**src/rtl/control_unit_if.sv**
```systemverilog
// -----------------------------------------------------------------------------
// control_unit_if
//   Bundles the sequencer's request/instruction inputs and its datapath
//   control outputs so the control unit and its environment share one port.
//
//   Handshake: Run is a start request that is only looked at while the
//   sequencer sits in T0. The cycle in which IRin=1 is the acceptance of
//   that request, and DIN is captured on the clock edge that ends that cycle.
//   Done=1 for exactly one cycle marks retirement of the accepted
//   instruction. While an instruction is in flight (T1..T3), Run and DIN are
//   ignored.
//
//   Signals:
//     Run     request to fetch DIN (driven by master)
//     DIN     instruction word / immediate (driven by master)
//     IRin    DIN -> IR load strobe
//     Rin     one-hot register write enable
//     Rout    one-hot register bus-drive select
//     DINout  DIN drives the bus
//     Ain     load A from the bus
//     Gin     load G from the ALU
//     Gout    G drives the bus
//     ALUop   00 add, 01 sub, 10 and, 11 or
//     Done    one-cycle retire pulse
//     step    current step T0..T3 (debug view of the FSM)
//
//   Modports:
//     master  environment side (drives Run/DIN)
//     slave   control unit side
// -----------------------------------------------------------------------------
interface control_unit_if #(
  parameter int IR_W      = 9,
  parameter int REG_SEL_W = 3
);
  localparam int N = 2 ** REG_SEL_W;

  logic            Run;
  logic [IR_W-1:0] DIN;
  logic            IRin;
  logic [N-1:0]    Rin;
  logic [N-1:0]    Rout;
  logic            DINout;
  logic            Ain;
  logic            Gin;
  logic            Gout;
  logic [1:0]      ALUop;
  logic            Done;
  logic [1:0]      step;

  modport master (
    output Run, DIN,
    input  IRin, Rin, Rout, DINout, Ain, Gin, Gout, ALUop, Done, step
  );

  modport slave (
    input  Run, DIN,
    output IRin, Rin, Rout, DINout, Ain, Gin, Gout, ALUop, Done, step
  );
endinterface

```
**src/rtl/control_unit.sv**
```systemverilog
// -----------------------------------------------------------------------------
// control_unit
//   Multi-cycle instruction sequencer for the mult-processor datapath.
//   Fetches a III_XXX_YYY instruction from DIN when Run is high in T0, then
//   steps it through T1..T3 driving the register file, A, G, bus mux and ALU
//   controls. Done pulses for one cycle when the instruction retires.
//
//   Ports:
//     CLK  clock, all state updates on posedge
//     CLR  synchronous active-high reset (priority over everything)
//     bus  control_unit_if.slave: Run, DIN in; IRin, Rin, Rout, DINout,
//          Ain, Gin, Gout, ALUop, Done, step out
//
//   Configuration macro:
//     CU_LOGIC_OPS_EN  when defined, opcodes 100 (and) / 101 (or) run the
//                      4-step ALU sequence with ALUop 10 / 11. When not
//                      defined they retire as NOPs in T1 and ALUop[1]=0.
// -----------------------------------------------------------------------------
module control_unit #(
  parameter int IR_W      = 9,
  parameter int REG_SEL_W = 3
) (
  input  logic         CLK,
  input  logic         CLR,
  control_unit_if.slave bus
);
  localparam int N = 2 ** REG_SEL_W;

  localparam logic [1:0] T0 = 2'd0;
  localparam logic [1:0] T1 = 2'd1;
  localparam logic [1:0] T2 = 2'd2;
  localparam logic [1:0] T3 = 2'd3;

  localparam logic [2:0] OP_MV  = 3'b000;
  localparam logic [2:0] OP_MVI = 3'b001;
  localparam logic [2:0] OP_ADD = 3'b010;
  localparam logic [2:0] OP_SUB = 3'b011;
`ifdef CU_LOGIC_OPS_EN
  localparam logic [2:0] OP_AND = 3'b100;
  localparam logic [2:0] OP_OR  = 3'b101;
`endif

  logic [1:0]      step_q, step_d;
  logic [IR_W-1:0] ir_q, ir_d;

  logic [2:0]           op;
  logic [REG_SEL_W-1:0] rx, ry;
  logic [N-1:0]         rx_oh, ry_oh;
  logic                 is_alu;
  logic [1:0]           alu_code;

  logic         irin_c, dinout_c, ain_c, gin_c, gout_c, done_c;
  logic [N-1:0] rin_c, rout_c;
  logic [1:0]   aluop_c;

  assign op    = ir_q[IR_W-1 -: 3];
  assign rx    = ir_q[2*REG_SEL_W-1 -: REG_SEL_W];
  assign ry    = ir_q[REG_SEL_W-1:0];
  assign rx_oh = {{(N-1){1'b0}}, 1'b1} << rx;
  assign ry_oh = {{(N-1){1'b0}}, 1'b1} << ry;

  // ALU opcodes 010..101 map onto ALUop 00..11 as {op[2], op[0]}.
`ifdef CU_LOGIC_OPS_EN
  assign is_alu   = (op == OP_ADD) || (op == OP_SUB) ||
                    (op == OP_AND) || (op == OP_OR);
  assign alu_code = {op[2], op[0]};
`else
  assign is_alu   = (op == OP_ADD) || (op == OP_SUB);
  assign alu_code = {1'b0, op[0]};
`endif

  always_comb begin
    step_d   = step_q;
    ir_d     = ir_q;
    irin_c   = 1'b0;
    rin_c    = '0;
    rout_c   = '0;
    dinout_c = 1'b0;
    ain_c    = 1'b0;
    gin_c    = 1'b0;
    gout_c   = 1'b0;
    aluop_c  = 2'b00;
    done_c   = 1'b0;

    case (step_q)
      T0: begin
        if (bus.Run) begin
          irin_c = 1'b1;
          ir_d   = bus.DIN;
          step_d = T1;
        end
      end
      T1: begin
        if (op == OP_MV) begin
          rout_c = ry_oh;
          rin_c  = rx_oh;
          done_c = 1'b1;
          step_d = T0;
        end else if (op == OP_MVI) begin
          dinout_c = 1'b1;
          rin_c    = rx_oh;
          done_c   = 1'b1;
          step_d   = T0;
        end else if (is_alu) begin
          rout_c = rx_oh;
          ain_c  = 1'b1;
          step_d = T2;
        end else begin
          // Illegal opcode: retire immediately without touching the datapath.
          done_c = 1'b1;
          step_d = T0;
        end
      end
      T2: begin
        rout_c  = ry_oh;
        gin_c   = 1'b1;
        aluop_c = alu_code;
        step_d  = T3;
      end
      default: begin // T3
        gout_c  = 1'b1;
        rin_c   = rx_oh;
        aluop_c = alu_code;
        done_c  = 1'b1;
        step_d  = T0;
      end
    endcase
  end

  always_ff @(posedge CLK) begin
    if (CLR) begin
      step_q <= T0;
      ir_q   <= '0;
    end else begin
      step_q <= step_d;
      ir_q   <= ir_d;
    end
  end

  // CLR silences every control in the cycle it is asserted, so an aborted
  // instruction can never write a register or retire, and no fetch is
  // acknowledged while reset is held.
  assign bus.IRin   = irin_c   & ~CLR;
  assign bus.Rin    = rin_c    & {N{~CLR}};
  assign bus.Rout   = rout_c   & {N{~CLR}};
  assign bus.DINout = dinout_c & ~CLR;
  assign bus.Ain    = ain_c    & ~CLR;
  assign bus.Gin    = gin_c    & ~CLR;
  assign bus.Gout   = gout_c   & ~CLR;
  assign bus.ALUop  = aluop_c  & {2{~CLR}};
  assign bus.Done   = done_c   & ~CLR;
  assign bus.step   = step_q;
endmodule

```
**src/flat_wrapper.sv**
```systemverilog
// flat-port wrapper written by rule: the top's interface ports become plain ports
module control_unit_flat 
#(
  parameter int IR_W      = 9,
  parameter int REG_SEL_W = 3
)
  (CLK, CLR, bus_Run, bus_DIN, bus_IRin, bus_Rin, bus_Rout, bus_DINout, bus_Ain, bus_Gin, bus_Gout, bus_ALUop, bus_Done, bus_step);
  control_unit_if #(.IR_W(IR_W), .REG_SEL_W(REG_SEL_W)) bus_i ();
  input  logic CLK;
  input  logic CLR;
  input wire logic [$bits(bus_i.Run)-1:0] bus_Run;
  input wire logic [$bits(bus_i.DIN)-1:0] bus_DIN;
  output wire logic [$bits(bus_i.IRin)-1:0] bus_IRin;
  output wire logic [$bits(bus_i.Rin)-1:0] bus_Rin;
  output wire logic [$bits(bus_i.Rout)-1:0] bus_Rout;
  output wire logic [$bits(bus_i.DINout)-1:0] bus_DINout;
  output wire logic [$bits(bus_i.Ain)-1:0] bus_Ain;
  output wire logic [$bits(bus_i.Gin)-1:0] bus_Gin;
  output wire logic [$bits(bus_i.Gout)-1:0] bus_Gout;
  output wire logic [$bits(bus_i.ALUop)-1:0] bus_ALUop;
  output wire logic [$bits(bus_i.Done)-1:0] bus_Done;
  output wire logic [$bits(bus_i.step)-1:0] bus_step;
  assign bus_i.Run = bus_Run;
  assign bus_i.DIN = bus_DIN;
  assign bus_IRin = bus_i.IRin;
  assign bus_Rin = bus_i.Rin;
  assign bus_Rout = bus_i.Rout;
  assign bus_DINout = bus_i.DINout;
  assign bus_Ain = bus_i.Ain;
  assign bus_Gin = bus_i.Gin;
  assign bus_Gout = bus_i.Gout;
  assign bus_ALUop = bus_i.ALUop;
  assign bus_Done = bus_i.Done;
  assign bus_step = bus_i.step;
  control_unit #(.IR_W(IR_W), .REG_SEL_W(REG_SEL_W)) u_core (.CLK(CLK), .CLR(CLR), .bus(bus_i));
endmodule
```
**config.mk**
```make
export PLATFORM = sky130hd
export DESIGN_NAME = control_unit_flat
export DESIGN_NICKNAME = d
export VERILOG_FILES = /design/src/rtl/control_unit_if.sv /design/src/rtl/control_unit.sv /design/src/flat_wrapper.sv
export SDC_FILE = /design/constraint.sdc
export NUM_CORES = 1
export LEC_CHECK = 0
export CORE_MARGIN = 3
export CORE_UTILIZATION = 35
export CTS_BUF_LIST = sky130_fd_sc_hd__clkbuf_4 sky130_fd_sc_hd__clkbuf_8
export DETAILED_ROUTE_END_ITERATION = 8
export PLACE_DENSITY = 0.71
export SETUP_SLACK_MARGIN = 0.5
export SYNTH_ARGS = -nofsm -noshare
export SYNTH_HDL_FRONTEND = slang
export SYNTH_SLANG_ARGS = --single-unit
```
**constraint.sdc**
```tcl
create_clock -name CLK -period 1.45 [get_ports CLK]
set_input_delay 0.29 -clock CLK [delete_from_list [all_inputs] [get_ports CLK]]
set_output_delay 0.29 -clock CLK [all_outputs]
set_load 0.02 [all_outputs]
```
## Word-level counts from Yosys, hierarchy flattened

Index checks and enable logic that the tools add are counted.

| storage, ports and cells | value |
|---|---|
| output and inout port bits | 26 |
| memory bits (read-only) | 0 |
| logic and storage cells | 55 |
| memory bits (writable) | 0 |
| bits in latches | 0 |
| memories kept | 0 |
| input bits | 12 |
| register bits | 11 |

| operators by class | value |
|---|---|
| shift operators | 2 |
| div/mod/pow operators | 0 |
| $lt $le $gt $ge | 0 |
| bitwise logic cells | 10 |
| reductions and logical operators | 7 |
| muxes and demuxes | 28 |
| equal/unequal tests | 6 |
| add/sub/neg operators | 0 |
| $mul | 0 |

Operator list:

| operator | number |
|---|---|
| two-way mux 8 bit | 5 |
| case mux 8 bit (2 select lines) | 2 |
| AND 8 bit | 2 |
| left shift 1 x 3 -> 8 bit, first input constant | 2 |
| two-way mux 1 bit | 15 |
| two-way mux 2 bit | 4 |
| AND 1 bit | 6 |
| equality test 3 x 2 -> 1 bit, second input constant | 2 |
| case mux 2 bit (3 select lines) | 1 |
| OR reduction 2 bit | 2 |
| equality test 3 x 1 -> 1 bit, second input constant | 1 |
| logical NOT 3 bit | 1 |
| OR reduction 3 bit | 1 |
| AND 1 x 2 -> 2 bit | 1 |
| equality test 2 x 1 -> 1 bit, second input constant | 1 |
| equality test 2 bit, second input constant | 1 |
| logical NOT 2 bit | 1 |
| inequality test 2 bit, second input constant | 1 |
| case mux 1 bit (2 select lines) | 1 |
| AND reduction 2 bit | 1 |
| logical OR 1 bit | 1 |
| NOT 1 bit | 1 |

## Logic depth before layout (Yosys ltp)

| depth | value |
|---|---|
| depth in word-level cells | 7 |
| mapped depth | 6 |
| gate-level depth less buffers | 5 |

## Least setup slack after synthesis

Ideal clock, no wire load.

| timing | value |
|---|---|
| kind | reg-to-output |
| start point | register u_core.step_q[1], in the netlist u_core.bus.step[1] |
| end point | output bus_Rout[6] |
| buffers on the path | 0 |
| path slack | -0.609 ns |
| stages on the path, launching flop included | 6 |
| arrival time | 1.769 ns |
| required time | 1.160 ns |
| cells stage by stage | dfxtp_1 -> inv_1 -> ha_1 -> and2b_1 -> nand3_1 -> o32ai_1 |

| between the ends | value |
|---|---|
| cells in the longest elaborated chain, start to end | 3 |
| elaborated cells on any way between the ends | 4 |
| classes of those cells | eq/ne: 2; mux: 1; bitwise: 1 |

Ends and longest elaborated chain:

| item | RTL line | RTL |
|---|---|---|
| from (decl) | control_unit.sv:43 | `logic [1:0] step_q, step_d;` |
| from (signal assigned) | control_unit.sv:135 | `step_q <= step_d;` |
| equality test 2 bit / equality test 2 x 1 -> 1 bit (equally long branches) | control_unit.sv:85 | `case (step_q)` |
| case mux 8 bit (2 select lines) (*) | control_unit.sv:85 |  |
| AND 8 bit (*) | control_unit.sv:145 | `assign bus.Rout = rout_c & {N{~CLR}};` |
| to (decl) | flat_wrapper.sv:15 | `output wire logic [$bits(bus_i.Rout)-1:0] bus_Rout;` |

Mark *: on every way between the ends. The rest lies on a longest branch, timed or not.

## Worst setup path after layout

| timing | value |
|---|---|
| start point | register u_core.step_q[0], in the netlist u_core.bus.step[0] |
| end point | output bus_Rout[5] |

The elaborated chain is that of the path after synthesis.

==> flow_summary_export.csv <==
group,metric,value,unit
status,status,"complete, but fails checks",
status,violations,"negative setup slack",
timing,finalWorstSetupSlack,-0.5992,ns
grt,grt_start_max_net_pins,13,
synthesis,syn_inst,106,
cells_and_area,drive_above_1_share,0.7184,
synthesis,synthTopCellsByArea,"dfxtp_1, nand2_1, ha_1",
pwr,p_int,0.0006291,W
synthesis,synth.distinct_cells,33,
die,die_x,53.35,um
die,dieHeight,53.35,um
cells_and_area,stdcell_count,201,
clocking,insertion_delay,0.25,ns
worst_setup_path,arrival,1.76,ns
synthesis,syn-num-nets,123,
synthesis,synth_mux_area_frac,0,
timing,skew,0.001414,ns
worst_setup_path,path_buf_inv,3,
clocking,path_clk_slew,0.06,ns
route,drc,0,
hold_path,worstHoldStart,"u_core.bus.step[0]",
synthesis,ys_seq_area_frac,0.2807,
synthesis,synth_top_family_by_area,"simple AND/OR/NAND/NOR gates",
cells_and_area,diodes,0,
clocking,cts.sinks,11,
pwr,p_clk_frac,0.232,
synthesis,synthAdderAreaFrac,0.07974,
job,cap_violations,0,
pwr,cellPowerDensity,529.9,mW/mm^2
pwr,seq_power_share,0.375,
hold_path,hold_path_class,"reg2reg",
pwr,swShare,0.3173,
cells_and_area,fill_cells,120,
worst_setup_path,cp_slowest_cell,"dfxtp_4",
timing,whs,0.5017,ns
timing,max_freq,488.0,MHz
cells_and_area,syn_to_final_growth,121.7,%
placed_design,gp_congestion,0.8083,
synthesis,synth_area,784.5,sq um
synthesis,yosys_warnings,0,
route,drt_pass1_iterations,4,
clocking,ctsRootBufferMaster,"clkbuf_4",
grt,grt_pass1_vias,1042,
timing,rsz0062_at_grt,"true",
worst_setup_path,rr_worst_depth,6,
synthesis,synthSimpleGateAreaFrac,0.3732,
pwr,p_switching,0.0002924,W
synthesis,synth_flop_cell,"dfxtp_1",
timing,hold_viol_final,0,
worst_setup_path,path_cells,"inv_4 -> ha_4 -> and2b_2 -> nand4_1 -> buf_4 -> o22ai_2 -> buf_6",
clocking,clock_path_buffers,2,
clocking,cts_tree,"yes",
route,wire_per_inst,15.88,um
die,rows,16,
die,coreArea,0.002042,sq mm
placed_design,place_area,0.001439,sq mm
synthesis,synthArstFlopShare,0,
clocking,cts_made_buffers,3,
worst_setup_path,timing.rr.start,"u_core.bus.step[1]",
pwr,power.share.combinational,0.393,
die,start_util,0.3842,
worst_setup_path,critPathTopFamily,"flip-flops",
synthesis,synth_top_area_share,0.2807,
worst_setup_path,path_max_fanout,6,
timing,finalCriticalPeriod,2.049,ns
grt,grt_remaining_overflow,0,
synthesis,synth_compound_area_frac,0.2041,
grt,antenna_found_initial,0,
die,die-area,0.002846,sq mm
route,viasPerCell,5.313,
route,wirelength,3191,um
worst_setup_path,crit_path_max_incr_delay,0.38,ns
route,vias,1068,
timing,fin_crit_sh,1.413,
grt,grt_pass1_wl,4636,um
route,drt_iter0_drc,17,
worst_setup_path,reg2reg_slack,0.07,ns
route,ant_nets,0,
placed_design,port_buffers,36,
hold_path,whs_endpoint,"u_core.bus.step[1]",
worst_setup_path,worstReg2RegEnd,"u_core.bus.step[1]",
worst_setup_path,worstSetupEndpointType,"output pin",
worst_setup_path,critPathRequiredTime,1.16,ns
synthesis,synth.most_common_cell,"nand2_1",
worst_setup_path,start_kind,"flop",
placed_design,dpl.hpwl,1922,um
synthesis,yosys-top-cells-count,"nand2_1, dfxtp_1, a21oi_1",
cells_and_area,fin_nets,192,
die,io_pins,38,
synthesis,ys_seq_elements,11,
synthesis,synth_edf_count,0,
clocking,htreeDepth,1,
placed_design,dp_cells,182,
cells_and_area,stdcell_area,0.001739,sq mm
pwr,leakagePower,0.6959,nW
grt,grt_usage,0.2239,
hold_path,hold_path_depth,1,
timing,drv_slew,0,
synthesis,syn_area_per_cell,7.401,sq um
worst_setup_path,critical_path_class,"reg2out",
synthesis,yosys.area.top_type,"dfxtp_1",
timing,final-setup-viol-count,23,
synthesis,synthXorXnorAreaFrac,0,
pwr,irDropWorstVdd,744.5,uV
state kept, by name (all words and copies together), names as in the netlist:
name and cells:
u_core.ir_q 9, u_core.bus.step 2
layout by cell type, fill, tap and decap left out, types with 3 or more instances in the layout:
master,instances
nand2b_1,3
buf_6,22
dfxtp_1,9
clkbuf_4,4
nand2_2,9
clkdlybuf4s50_1,10
o22ai_2,4
nor2_2,6
o32ai_2,4
nand2_1,12
buf_4,34
a21oi_2,9
timing repair:
action                     4_1_cts  5_1_grt
pin swaps                        9        2
gates cloned                     2        0
resized for setup              173       14
setup buffers                    9        4
hold buffers                     0        0
setup endpoints to repair       36       36
routing by layer:
metal | global-route usage | routed length, um
met5 | 0 | 0
met4 | 0.09787 | 38
met2 | 0.3878 | 1629
met3 | 0.03944 | 144
met1 | 0.2648 | 1379
power by group through the flow:
stage                     registers (W)  clock network [W]  logic, W
after floorplan                0.000351                  0  0.000150
after global placement         0.000347                  0  0.000260
after detailed placement       0.000348                  0  0.000265
after CTS                      0.000344           0.000222  0.000329
after global routing           0.000348           0.000233  0.000385
final                          0.000346           0.000214  0.000362
worst max path at each step:
| stage | start | end | slack, ns | cells past startpoint |
|---|---|---|---|---|
| floorplan | u_core.bus.step[0] | bus_Rout[1] | -0.27 | 5 |
| global placement | CLR | bus_Rout[1] | -0.90 | 5 |
| detailed placement | CLR | bus_Rout[1] | -0.93 | 5 |
| CTS | u_core.bus.step[0] | bus_Rout[1] | -0.57 | 6 |
| global route | u_core.bus.step[0] | bus_Rout[3] | -0.67 | 6 |
| finish | u_core.bus.step[0] | bus_Rout[5] | -0.60 | 7 |
stage by stage:
stage	utilization	setup TNS, ns	setup WS (ns)	power [W]
after floorplan	-	-3.232	-0.2727	0.0005012
after global placement	0.7047	-17.60	-0.8992	0.0006061
after detailed placement	0.7047	-18.28	-0.9321	0.0006135
after CTS	0.8113	-9.646	-0.5659	0.0008944
after global routing	0.8517	-12.11	-0.6664	0.0009657
final	0.8517	-10.47	-0.5992	0.0009216
worst reg2reg max path, stage by stage (launching register included):
cell      delay, ns
dfxtp_4        0.35
inv_2          0.07
ha_2           0.20
nor2b_4        0.20
buf_4          0.15
a31oi_1        0.07
a311oi_1       0.24
area by class of cell:
type                       count  area (sq um)  share of cell area
sequential                    11         227.7              0.1309
multi-input combinational     87         797.0              0.4583
tap                           27         33.78             0.01942
clock buffer                   4         30.03             0.01727
timing repair buffer          69         636.9              0.3662
inverter                       3         13.76            0.007914
logic make-up (layout without fill, tap and decap cells):
family | Yosys count | count (layout)
AOI/OAI and AO/OA | 25 | 25
buffers and inverters | 9 | 76
other | 1 | 1
and+or+nand+nor | 55 | 56
DFF | 11 | 11
adders and majority gates | 5 | 5
(Power assumes the default switching activity.)
